<file path="src/rtl/dff_pipe_pkg.sv">
// -----------------------------------------------------------------------------
// dff_pipe_pkg
// Shared definitions for the dff_pipe elastic register pipeline.
//   MAX_WIDTH / MAX_BYTES : widest word the byte-merge helper can handle
//   calc_nbytes()         : number of byte lanes in a WIDTH-bit word
//   be_merge()            : byte-enable mux between a new word and a shadow word
// -----------------------------------------------------------------------------
package dff_pipe_pkg;

   // be_merge works on a fixed wide vector so that a single package function
   // serves every WIDTH; callers zero-extend their operands and truncate the
   // result. WIDTH above MAX_WIDTH is not supported.
   localparam int MAX_WIDTH = 1024;
   localparam int MAX_BYTES = MAX_WIDTH / 8;

   // Number of byte lanes in a word of the given width.
   function automatic int calc_nbytes(input int width);
      return width / 8;
   endfunction

   // For every byte lane k: be[k] ? data byte k : shadow byte k.
   function automatic logic [MAX_WIDTH-1:0] be_merge(
      input logic [MAX_WIDTH-1:0] data,
      input logic [MAX_WIDTH-1:0] shadow,
      input logic [MAX_BYTES-1:0] be
   );
      logic [MAX_WIDTH-1:0] result;
      result = shadow;
      for (int k = 0; k < MAX_BYTES; k++) begin
         if (be[k]) begin
            result[8*k +: 8] = data[8*k +: 8];
         end
      end
      return result;
   endfunction

endpackage

</file>
<file path="src/rtl/dff_pipe_if.sv">
// -----------------------------------------------------------------------------
// dff_pipe_if
// Handshake bundle for dff_pipe.
//   in_valid / in_ready / in_data / in_be : upstream word with byte enables
//   flush                                 : discard every in-flight word
//   out_valid / out_ready / out_data      : downstream word
//   occupancy                             : number of valid stages
// Modports: master = the side that feeds and drains the pipeline,
//           slave  = the pipeline itself.
// -----------------------------------------------------------------------------
interface dff_pipe_if
   import dff_pipe_pkg::*;
#(
   parameter int WIDTH = 8,
   parameter int DEPTH = 2
);

   localparam int OCC_W = $clog2(DEPTH + 1);

   logic                          in_valid;
   logic                          in_ready;
   logic [WIDTH-1:0]              in_data;
   logic [calc_nbytes(WIDTH)-1:0] in_be;
   logic                          flush;
   logic                          out_valid;
   logic                          out_ready;
   logic [WIDTH-1:0]              out_data;
   logic [OCC_W-1:0]              occupancy;

   modport master (
      output in_valid, in_data, in_be, flush, out_ready,
      input  in_ready, out_valid, out_data, occupancy
   );

   modport slave (
      input  in_valid, in_data, in_be, flush, out_ready,
      output in_ready, out_valid, out_data, occupancy
   );

endinterface

</file>
<file path="src/rtl/dff_pipe_stage.sv">
// -----------------------------------------------------------------------------
// dff_pipe_stage
// One valid+data register of the pipeline.
//   clk      : rising-edge clock
//   areset_n : asynchronous active-low reset (valid=0, data=RESET_VAL)
//   load     : take din this edge and become valid
//   advance  : the held word moves on this edge
//   flush    : drop the held word (data register is left untouched)
//   din      : word to load
//   valid    : stage holds a word
//   data     : stage word
// -----------------------------------------------------------------------------
module dff_pipe_stage #(
   parameter int               WIDTH     = 8,
   parameter logic [WIDTH-1:0] RESET_VAL = '0
) (
   input  logic             clk,
   input  logic             areset_n,
   input  logic             load,
   input  logic             advance,
   input  logic             flush,
   input  logic [WIDTH-1:0] din,
   output logic             valid,
   output logic [WIDTH-1:0] data
);

   // Flush wins over everything and only touches the valid bit. A load in
   // the same edge as an advance means the stage is refilled by its
   // predecessor, so it stays valid with the new word; an advance without
   // a refill leaves the stage empty but keeps the old data visible.
   always_ff @(posedge clk or negedge areset_n) begin
      if (!areset_n) begin
         valid <= 1'b0;
         data  <= RESET_VAL;
      end else if (flush) begin
         valid <= 1'b0;
      end else if (load) begin
         valid <= 1'b1;
         data  <= din;
      end else if (advance) begin
         valid <= 1'b0;
      end
   end

endmodule

</file>
<file path="src/rtl/dff_pipe.sv">
// -----------------------------------------------------------------------------
// dff_pipe
// Parametrised elastic register pipeline: WIDTH-bit words travel through
// DEPTH register stages under a valid/ready handshake with bubble collapse,
// byte-enable merge against the last accepted word, synchronous flush and
// an occupancy count.
//   clk      : rising-edge clock
//   areset_n : asynchronous active-low reset
//   bus      : dff_pipe_if.slave (in_valid/in_ready/in_data/in_be, flush,
//              out_valid/out_ready/out_data, occupancy)
// -----------------------------------------------------------------------------
module dff_pipe
   import dff_pipe_pkg::*;
#(
   parameter int               WIDTH     = 8,
   parameter int               DEPTH     = 2,
   parameter logic [WIDTH-1:0] RESET_VAL = '0
) (
   input  logic      clk,
   input  logic      areset_n,
   dff_pipe_if.slave bus
);

   localparam int OCC_W = $clog2(DEPTH + 1);

   logic [DEPTH-1:0] valid;
   logic [DEPTH-1:0] advance;
   logic [WIDTH-1:0] stage_data [DEPTH];
   logic [WIDTH-1:0] shadow;
   logic [WIDTH-1:0] merged;
   logic [OCC_W-1:0] occ;
   logic             in_ready;
   logic             in_xfer;
   logic             out_xfer;

   // Walk the stages from the output side back to the input. A stage can
   // hand its word on when the position ahead is empty or is itself moving
   // on this edge; the last stage hands on to the downstream via out_ready.
   // Because an empty stage always accepts, bubbles collapse independently
   // of out_ready.
   always_comb begin
      logic room;
      advance = '0;
      room    = bus.out_ready;
      for (int i = DEPTH - 1; i >= 0; i--) begin
         advance[i] = valid[i] && room;
         room       = !valid[i] || advance[i];
      end
   end

   // Acceptance depends only on the stage bits, flush and out_ready, never
   // on in_valid. It is also held low while reset is asserted.
   assign in_ready = areset_n && !bus.flush && (!valid[0] || advance[0]);
   assign in_xfer  = bus.in_valid && in_ready;
   assign out_xfer = advance[DEPTH-1];

   // Byte-lane merge of the incoming word against the last accepted word.
   assign merged = WIDTH'(be_merge(MAX_WIDTH'(bus.in_data),
                                   MAX_WIDTH'(shadow),
                                   MAX_BYTES'(bus.in_be)));

   // Stage 0 loads merged input words; every later stage loads whatever its
   // predecessor hands on.
   for (genvar i = 0; i < DEPTH; i++) begin : g_stage
      logic [WIDTH-1:0] din;
      logic             load;

      if (i == 0) begin : g_first
         assign din  = merged;
         assign load = in_xfer;
      end else begin : g_rest
         assign din  = stage_data[i-1];
         assign load = advance[i-1];
      end

      dff_pipe_stage #(
         .WIDTH    (WIDTH),
         .RESET_VAL(RESET_VAL)
      ) u_stage (
         .clk     (clk),
         .areset_n(areset_n),
         .load    (load),
         .advance (advance[i]),
         .flush   (bus.flush),
         .din     (din),
         .valid   (valid[i]),
         .data    (stage_data[i])
      );
   end

   // The shadow remembers the last accepted (already merged) word so the
   // next partial write can fill its disabled lanes from it. Flush leaves
   // it alone on purpose: a post-flush be=0 write re-sends it.
   always_ff @(posedge clk or negedge areset_n) begin
      if (!areset_n) begin
         shadow <= RESET_VAL;
      end else if (in_xfer) begin
         shadow <= merged;
      end
   end

   // Occupancy tracks accepted minus emitted words. in_ready never lets it
   // exceed DEPTH, and out_xfer only fires when a word is present, so it
   // cannot underflow.
   always_ff @(posedge clk or negedge areset_n) begin
      if (!areset_n) begin
         occ <= '0;
      end else if (bus.flush) begin
         occ <= '0;
      end else begin
         occ <= occ + OCC_W'(in_xfer) - OCC_W'(out_xfer);
      end
   end

   assign bus.in_ready  = in_ready;
   assign bus.out_valid = valid[DEPTH-1];
   assign bus.out_data  = stage_data[DEPTH-1];
   assign bus.occupancy = occ;

endmodule

</file>
<file path="src/flat_wrapper.sv">
// flat-port wrapper written by rule: the top's interface ports become plain ports
module dff_pipe_flat import dff_pipe_pkg::*;
#(
   parameter int               WIDTH     = 8,
   parameter int               DEPTH     = 2,
   parameter logic [WIDTH-1:0] RESET_VAL = '0
)
  (clk, areset_n, bus_in_valid, bus_in_data, bus_in_be, bus_flush, bus_out_ready, bus_in_ready, bus_out_valid, bus_out_data, bus_occupancy);
  dff_pipe_if #(.WIDTH(WIDTH), .DEPTH(DEPTH)) bus_i ();
  input  logic clk;
  input  logic areset_n;
  input wire logic [$bits(bus_i.in_valid)-1:0] bus_in_valid;
  input wire logic [$bits(bus_i.in_data)-1:0] bus_in_data;
  input wire logic [$bits(bus_i.in_be)-1:0] bus_in_be;
  input wire logic [$bits(bus_i.flush)-1:0] bus_flush;
  input wire logic [$bits(bus_i.out_ready)-1:0] bus_out_ready;
  output wire logic [$bits(bus_i.in_ready)-1:0] bus_in_ready;
  output wire logic [$bits(bus_i.out_valid)-1:0] bus_out_valid;
  output wire logic [$bits(bus_i.out_data)-1:0] bus_out_data;
  output wire logic [$bits(bus_i.occupancy)-1:0] bus_occupancy;
  assign bus_i.in_valid = bus_in_valid;
  assign bus_i.in_data = bus_in_data;
  assign bus_i.in_be = bus_in_be;
  assign bus_i.flush = bus_flush;
  assign bus_i.out_ready = bus_out_ready;
  assign bus_in_ready = bus_i.in_ready;
  assign bus_out_valid = bus_i.out_valid;
  assign bus_out_data = bus_i.out_data;
  assign bus_occupancy = bus_i.occupancy;
  dff_pipe #(.WIDTH(WIDTH), .DEPTH(DEPTH), .RESET_VAL(RESET_VAL)) u_core (.clk(clk), .areset_n(areset_n), .bus(bus_i));
endmodule
</file>
<file path="config.mk">
export PLATFORM = sky130hd
export DESIGN_NAME = dff_pipe_flat
export DESIGN_NICKNAME = d
export VERILOG_FILES = /design/src/rtl/dff_pipe_pkg.sv /design/src/rtl/dff_pipe_if.sv /design/src/rtl/dff_pipe_stage.sv /design/src/rtl/dff_pipe.sv /design/src/flat_wrapper.sv
export SDC_FILE = /design/constraint.sdc
export NUM_CORES = 1
export LEC_CHECK = 0
export BUFFER_PORTS_ARGS = -buffer_cell sky130_fd_sc_hd__buf_2
export CORE_MARGIN = 2
export CORE_UTILIZATION = 33
export CTS_CLUSTER_DIAMETER = 30
export DETAILED_ROUTE_END_ITERATION = 6
export GPL_TIMING_DRIVEN = 0
export SYNTH_ARGS = -nofsm -noshare
export SYNTH_HDL_FRONTEND = slang
export SYNTH_HIERARCHICAL = 1
export SYNTH_SLANG_ARGS = --single-unit
</file>
<file path="constraint.sdc">
create_clock -name clk -period 1.8 [get_ports clk]
set_input_delay 0.27 -clock clk [delete_from_list [all_inputs] [get_ports clk]]
set_output_delay 0.27 -clock clk [all_outputs]
set_load 0.03 [all_outputs]
</file>
## Word level (Yosys, flattened, before mapping)

Cells that the tools add are included.

| storage, ports and cells | value |
|---|---|
| bits in registers | 28 |
| output and inout bits | 12 |

| operators by class | value |
|---|---|
| bitwise operators | 1 |
| reduce and logical (&&, ||, !) cells | 14 |
| multiplexer cells | 8 |
| add/sub/neg operators | 2 |

Operator list:

| kind | count |
|---|---|
| 2-to-1 mux 8 bit | 1 |
| 2-to-1 mux 1 bit | 6 |
| nonzero test 3 bit | 2 |
| logical AND 1 bit | 5 |
| AND reduction 2 bit | 2 |
| zero test 1 bit | 3 |
| adder 2 x 1 -> 2 bit | 1 |
| logical OR 1 bit | 2 |
| 2-to-1 mux 2 bit | 1 |
| subtractor 2 x 1 -> 2 bit | 1 |
| NOT 1 bit | 1 |

## Logic depth before layout (Yosys ltp)

| logic depth | value |
|---|---|
| depth after elaboration | 9 |
| gate-level depth with buffers | 8 |
| gate-level depth less buffers | 8 |

## Cells and area by module

Netlist, hierarchy kept.

Modules (own cells, without submodules):

| module | area each (um^2) | instances | cells each |
|---|---|---|---|
| dff_pipe_stage | 385.4 | 2 | 22 |
| dff_pipe | 553.0 | 1 | 42 |

## Least setup slack after synthesis

Ideal clock, no wire load.

| timing | value |
|---|---|
| kind | reg-to-reg |
| start | register u_core.g_stage[1].u_stage.valid |
| end | register u_core.occ[0], in the netlist u_core/bus.occupancy[0] |
| data required time | 1.682 ns |
| setup slack | -0.154 ns |
| buffers on the path | 0 |
| period minus slack after synthesis | 1.954 ns |
| setup time | 0.118 ns |
| data arrival time | 1.836 ns |
| stages on the path, launching flop included | 8 |
| cells stage by stage | dfrtp_1 and3b_4 nor3_4 inv_1 ha_1 inv_1 ha_1 nor2b_1 |

| between the ends | value |
|---|---|
| word-level cells in the longest chain between the ends | 9 |
| elaborated cells between the ends (all ways) | 10 |

Ends and longest elaborated chain:

| what | line | source |
|---|---|---|
| start, declared | dff_pipe_stage.sv:23 | `output logic valid,` |
| start signal, assigned | dff_pipe_stage.sv:33 | `valid <= 1'b0;` |
| start signal, assigned | dff_pipe_stage.sv:36 | `valid <= 1'b0;` |
| start signal, assigned | dff_pipe_stage.sv:38 | `valid <= 1'b1;` |
| zero test 1 bit / logical AND 1 bit (equally long branches) | dff_pipe.sv:47, dff_pipe.sv:46 |  |
| logical OR 1 bit (*) | dff_pipe.sv:47 | `room = !valid[i] \|\| advance[i];` |
| logical AND 1 bit (*) | dff_pipe.sv:46 | `advance[i] = valid[i] && room;` |
| logical OR 1 bit (*) | n/a |  |
| logical AND 1 bit (*) | dff_pipe.sv:53 | `assign in_ready = areset_n && !bus.flush && (!valid[0] \|\| advance[0]);` |
| logical AND 1 bit (*) | dff_pipe.sv:54 | `assign in_xfer = bus.in_valid && in_ready;` |
| named net u_core.g_stage[0].load | dff_pipe.sv:66 | `logic load;` |
| adder 2 x 1 -> 2 bit (*) | dff_pipe.sv:111 | `occ <= occ + OCC_W'(in_xfer) - OCC_W'(out_xfer);` |
| subtractor 2 x 1 -> 2 bit (*) | dff_pipe.sv:111 |  |
| 2-to-1 mux 2 bit (*) | dff_pipe.sv:108 | `end else if (bus.flush) begin` |
| end signal, assigned | dff_pipe.sv:111 |  |
| end, declared | dff_pipe.sv:31 | `logic [OCC_W-1:0] occ;` |

Mark *: on every way through the listed nets, which the timed path passes. The rest lies on a longest branch.
A chain may end at the register's enable or synchronous reset.

## Worst setup path in the final report

| timing | value |
|---|---|
| start | register u_core.g_stage[1].u_stage.valid |
| end | register u_core.occ[1], in the netlist u_core/bus.occupancy[1] |

Same word-level chain as after synthesis.

==> qor.txt <==
Max-slew headroom -> 70.9%
Reg2Reg Capture Point -> u_core/bus.occupancy[1]$_DFF_PN0_
VDD IR-drop max -> 0.371 mV
cts bufs inserted -> 3
RSZ-0062 raised after global routing -> no
Util after Layout -> 41.1%
Clock Tree Buf Depth -> 2
Worst Path Max Fanout -> 5
FP Rows -> 23
Min-Delay Startpoint -> bus_flush
Filler Cell Count -> 362
worst-margin pin slew -> 0.437 ns
maxcap violations -> 0
hold endpoint -> u_core/g_stage[1].u_stage/valid$_DFFE_PN0P_
H-tree levels -> 1
sum of negative setup slack -> 0 ns
Worst Hold Class -> input pin to flop
yosys warns -> 6
die footprint -> 4530 um2
share of the synthesized area in the top cell type -> 52.9%
overall routing resource usage -> 11.6%
initial antenna violation count -> 0
Final Hold Fails -> 0
CP endpoint kind -> flop
skew final -> 0.00691 ns
WL/cell -> 13.8 um
first-pass GRT wire length -> 3.85 mm
Layout area overhead -> 22.3%
register area share after synthesis -> 52.9%
FF-to-FF path depth -> 8
DRT antenna net count -> 0
number of diodes -> 0
Synth Net Count -> 102
vias per cell -> 4.43
leakage power -> 0.769 nW
EDFF count, synth -> 0
P per Cell Area -> 1360 nW/um2
period utilization -> 93.8%
final setup fails -> 0
Pins Over Slew Limit -> 0
clock tree from TritonCTS -> yes
GP Congestion -> 0.653
DRT iter0 DRCs -> 2
final net count -> 134
clock slew at reported path FFs -> 0.09 ns
IO Pins -> 26
Routed WL -> 2.31 mm
Post-DP HPWL -> 1.78 mm
largest net degree at the start of global routing -> 29
drt drc -> 0
Post-synth ARST share -> 100%
Post-Syn Area -> 1320 um2
Crit Path Class -> flop to flop
syn_area_per_cell -> 15.4 um2
die height -> 67.3 um
DR pass1 iterations -> 2
layout cell share with drive strength beyond 1 -> 59.8%
Worst Path Arrival -> 1.84 ns
vias in the first global route -> 814
worst setup path start -> u_core/g_stage[1].u_stage/valid$_DFFE_PN0P_
CTS root buffer -> clkbuf_8
synth unique cells -> 20
number of clock sinks -> 28
Gate Count Post-Synth -> 86
Hold Path Stages -> 2
top_reg_cell synth -> dfrtp_1
area leader, netlist -> dfrtp_1
synth top area cells -> dfrtp_1 53%, mux2_4 18%, mux2_2 14%
commonest cells in the netlist -> 28 x dfrtp_1, 16 x mux2_2, 16 x mux2_4, 5 x inv_1
register bit total from synthesis -> 28
fmax -> 592 MHz
WP data required -> 1.95 ns
IO buf count -> 24
Initial Utilization -> 33.6%
Die Wd -> 67.3 um
GRT overflow -> 0
Startpoint Class -> flop
clk_lat worst skew -> 0.27 ns
core area -> 3940 um2
Vias -> 740
most numerous cell in the Yosys netlist -> dfrtp_1
minimum setup slack among reg-to-reg paths -> 0.11 ns
Tmin final -> 1.69 ns
RR Startpoint -> u_core/g_stage[1].u_stage/valid$_DFFE_PN0P_
status -> completed
worst max path at each step:
stage / to / cells after the start
after floorplan: u_core/bus.occupancy[0]$_DFF_PN0_ / 7
after global placement: u_core/bus.occupancy[0]$_DFF_PN0_ / 8
after detailed placement: u_core/bus.occupancy[1]$_DFF_PN0_ / 9
after CTS: u_core/bus.occupancy[1]$_DFF_PN0_ / 8
after global routing: u_core/bus.occupancy[1]$_DFF_PN0_ / 8
final: u_core/bus.occupancy[1]$_DFF_PN0_ / 8
power breakdown:
group | switching, W | internal (W) | leakage (nW)
clock network | 0.000185 | 0.000297 | 0.0357
registers | 0.000131 | 0.000854 | 0.345
logic | 0.000356 | 0.000381 | 0.388
total | 0.000673 | 0.00153 | 0.769
state kept, by name, summed over array words and instances, names as in the netlist:
name                          flops
u_core/shadow                     8
u_core/bus.occupancy              2
u_core/g_stage.u_stage/valid      2
u_core/g_stage.u_stage/data      16
repair_timing:
item,in CTS,in global routing
endpoints found under the setup margin,10,0
setup buffers,1,0
gates resized for setup,1,0
hold buffers,2,0
endpoints found under the hold margin,28,0
stage by stage:
stage               hold WS, ns  setup slack [ns]  total power [W]  instances  area, um2
finish                    0.330             0.111          0.00221        167       1620
global route              0.339            0.0119          0.00232        167       1620
CTS                       0.326             0.117          0.00224        167       1620
detailed placement        0.321            -0.610          0.00174        160       1510
global placement          0.310            -0.528          0.00169        160       1510
floorplan               -0.0256            -0.118          0.00152         86       1330
critical path, stage by stage, from the launching register on:
cell	delay, ns
dfrtp_2	0.44
and3b_4	0.20
nor3_4	0.18
inv_1	0.07
ha_1	0.27
inv_1	0.04
ha_1	0.18
xnor2_1	0.16
nor2_1	0.06
logic make-up after synthesis:
logic type / count (synthesis) / synth area share (%)
adders and majority gates: 2 / 1.89
DFF: 28 / 52.9
xor gates and xnor gates: 2 / 1.32
AOI/OAI and AO/OA: 3 / 1.32
muxes: 32 / 31.8
and+or+nand+nor: 11 / 7.37
buffers and inverters: 8 / 3.40
final cells by class:
class	instances	area, um2	share of cell area, %
clock buffers	3	41.3	2.55
inverters	5	18.8	1.16
clock inverters	1	30.0	1.85
plain buffers	3	26.3	1.62
multi-input cells	50	578	35.7
flip-flops and latches	28	702	43.4
well taps	50	62.6	3.86
repair buffers	27	160	9.89
cells in the final DEF (no fill, tap or decap):
master / synthesis / routed
inv_1: 5 / 5
buf_12: 0 / 1
dlygate4sd3_1: 0 / 1
dfrtp_1: 28 / 27
nor2b_4: 2 / 2
nor2b_1: 1 / 1
ha_1: 2 / 2
bufinv_16: 0 / 1
and3b_4: 1 / 1
dfrtp_2: 0 / 1
nand2_1: 1 / 1
clkbuf_1: 1 / 1
xor2_1: 1 / 1
buf_6: 2 / 2
xnor2_1: 1 / 1
clkbuf_8: 0 / 3
nor3_4: 1 / 1
a21oi_1: 2 / 2
mux2_4: 16 / 16
buf_4: 0 / 2
buf_2: 0 / 23
and2_2: 1 / 1
a21boi_0: 1 / 1
nor3b_1: 1 / 1
nor2_1: 1 / 1
mux2_2: 16 / 16
nand2b_1: 2 / 2
layer usage:
layer  routed length (um)  GRT usage [%]  up-vias
met5                    0              0        -
met4                   34           6.89        0
met3                   79           1.83        2
met2                 1230           20.3       12
met1                  962           13.4      371
li1                     -              -      355
No activity file was read; power rests on OpenSTA's default activity.
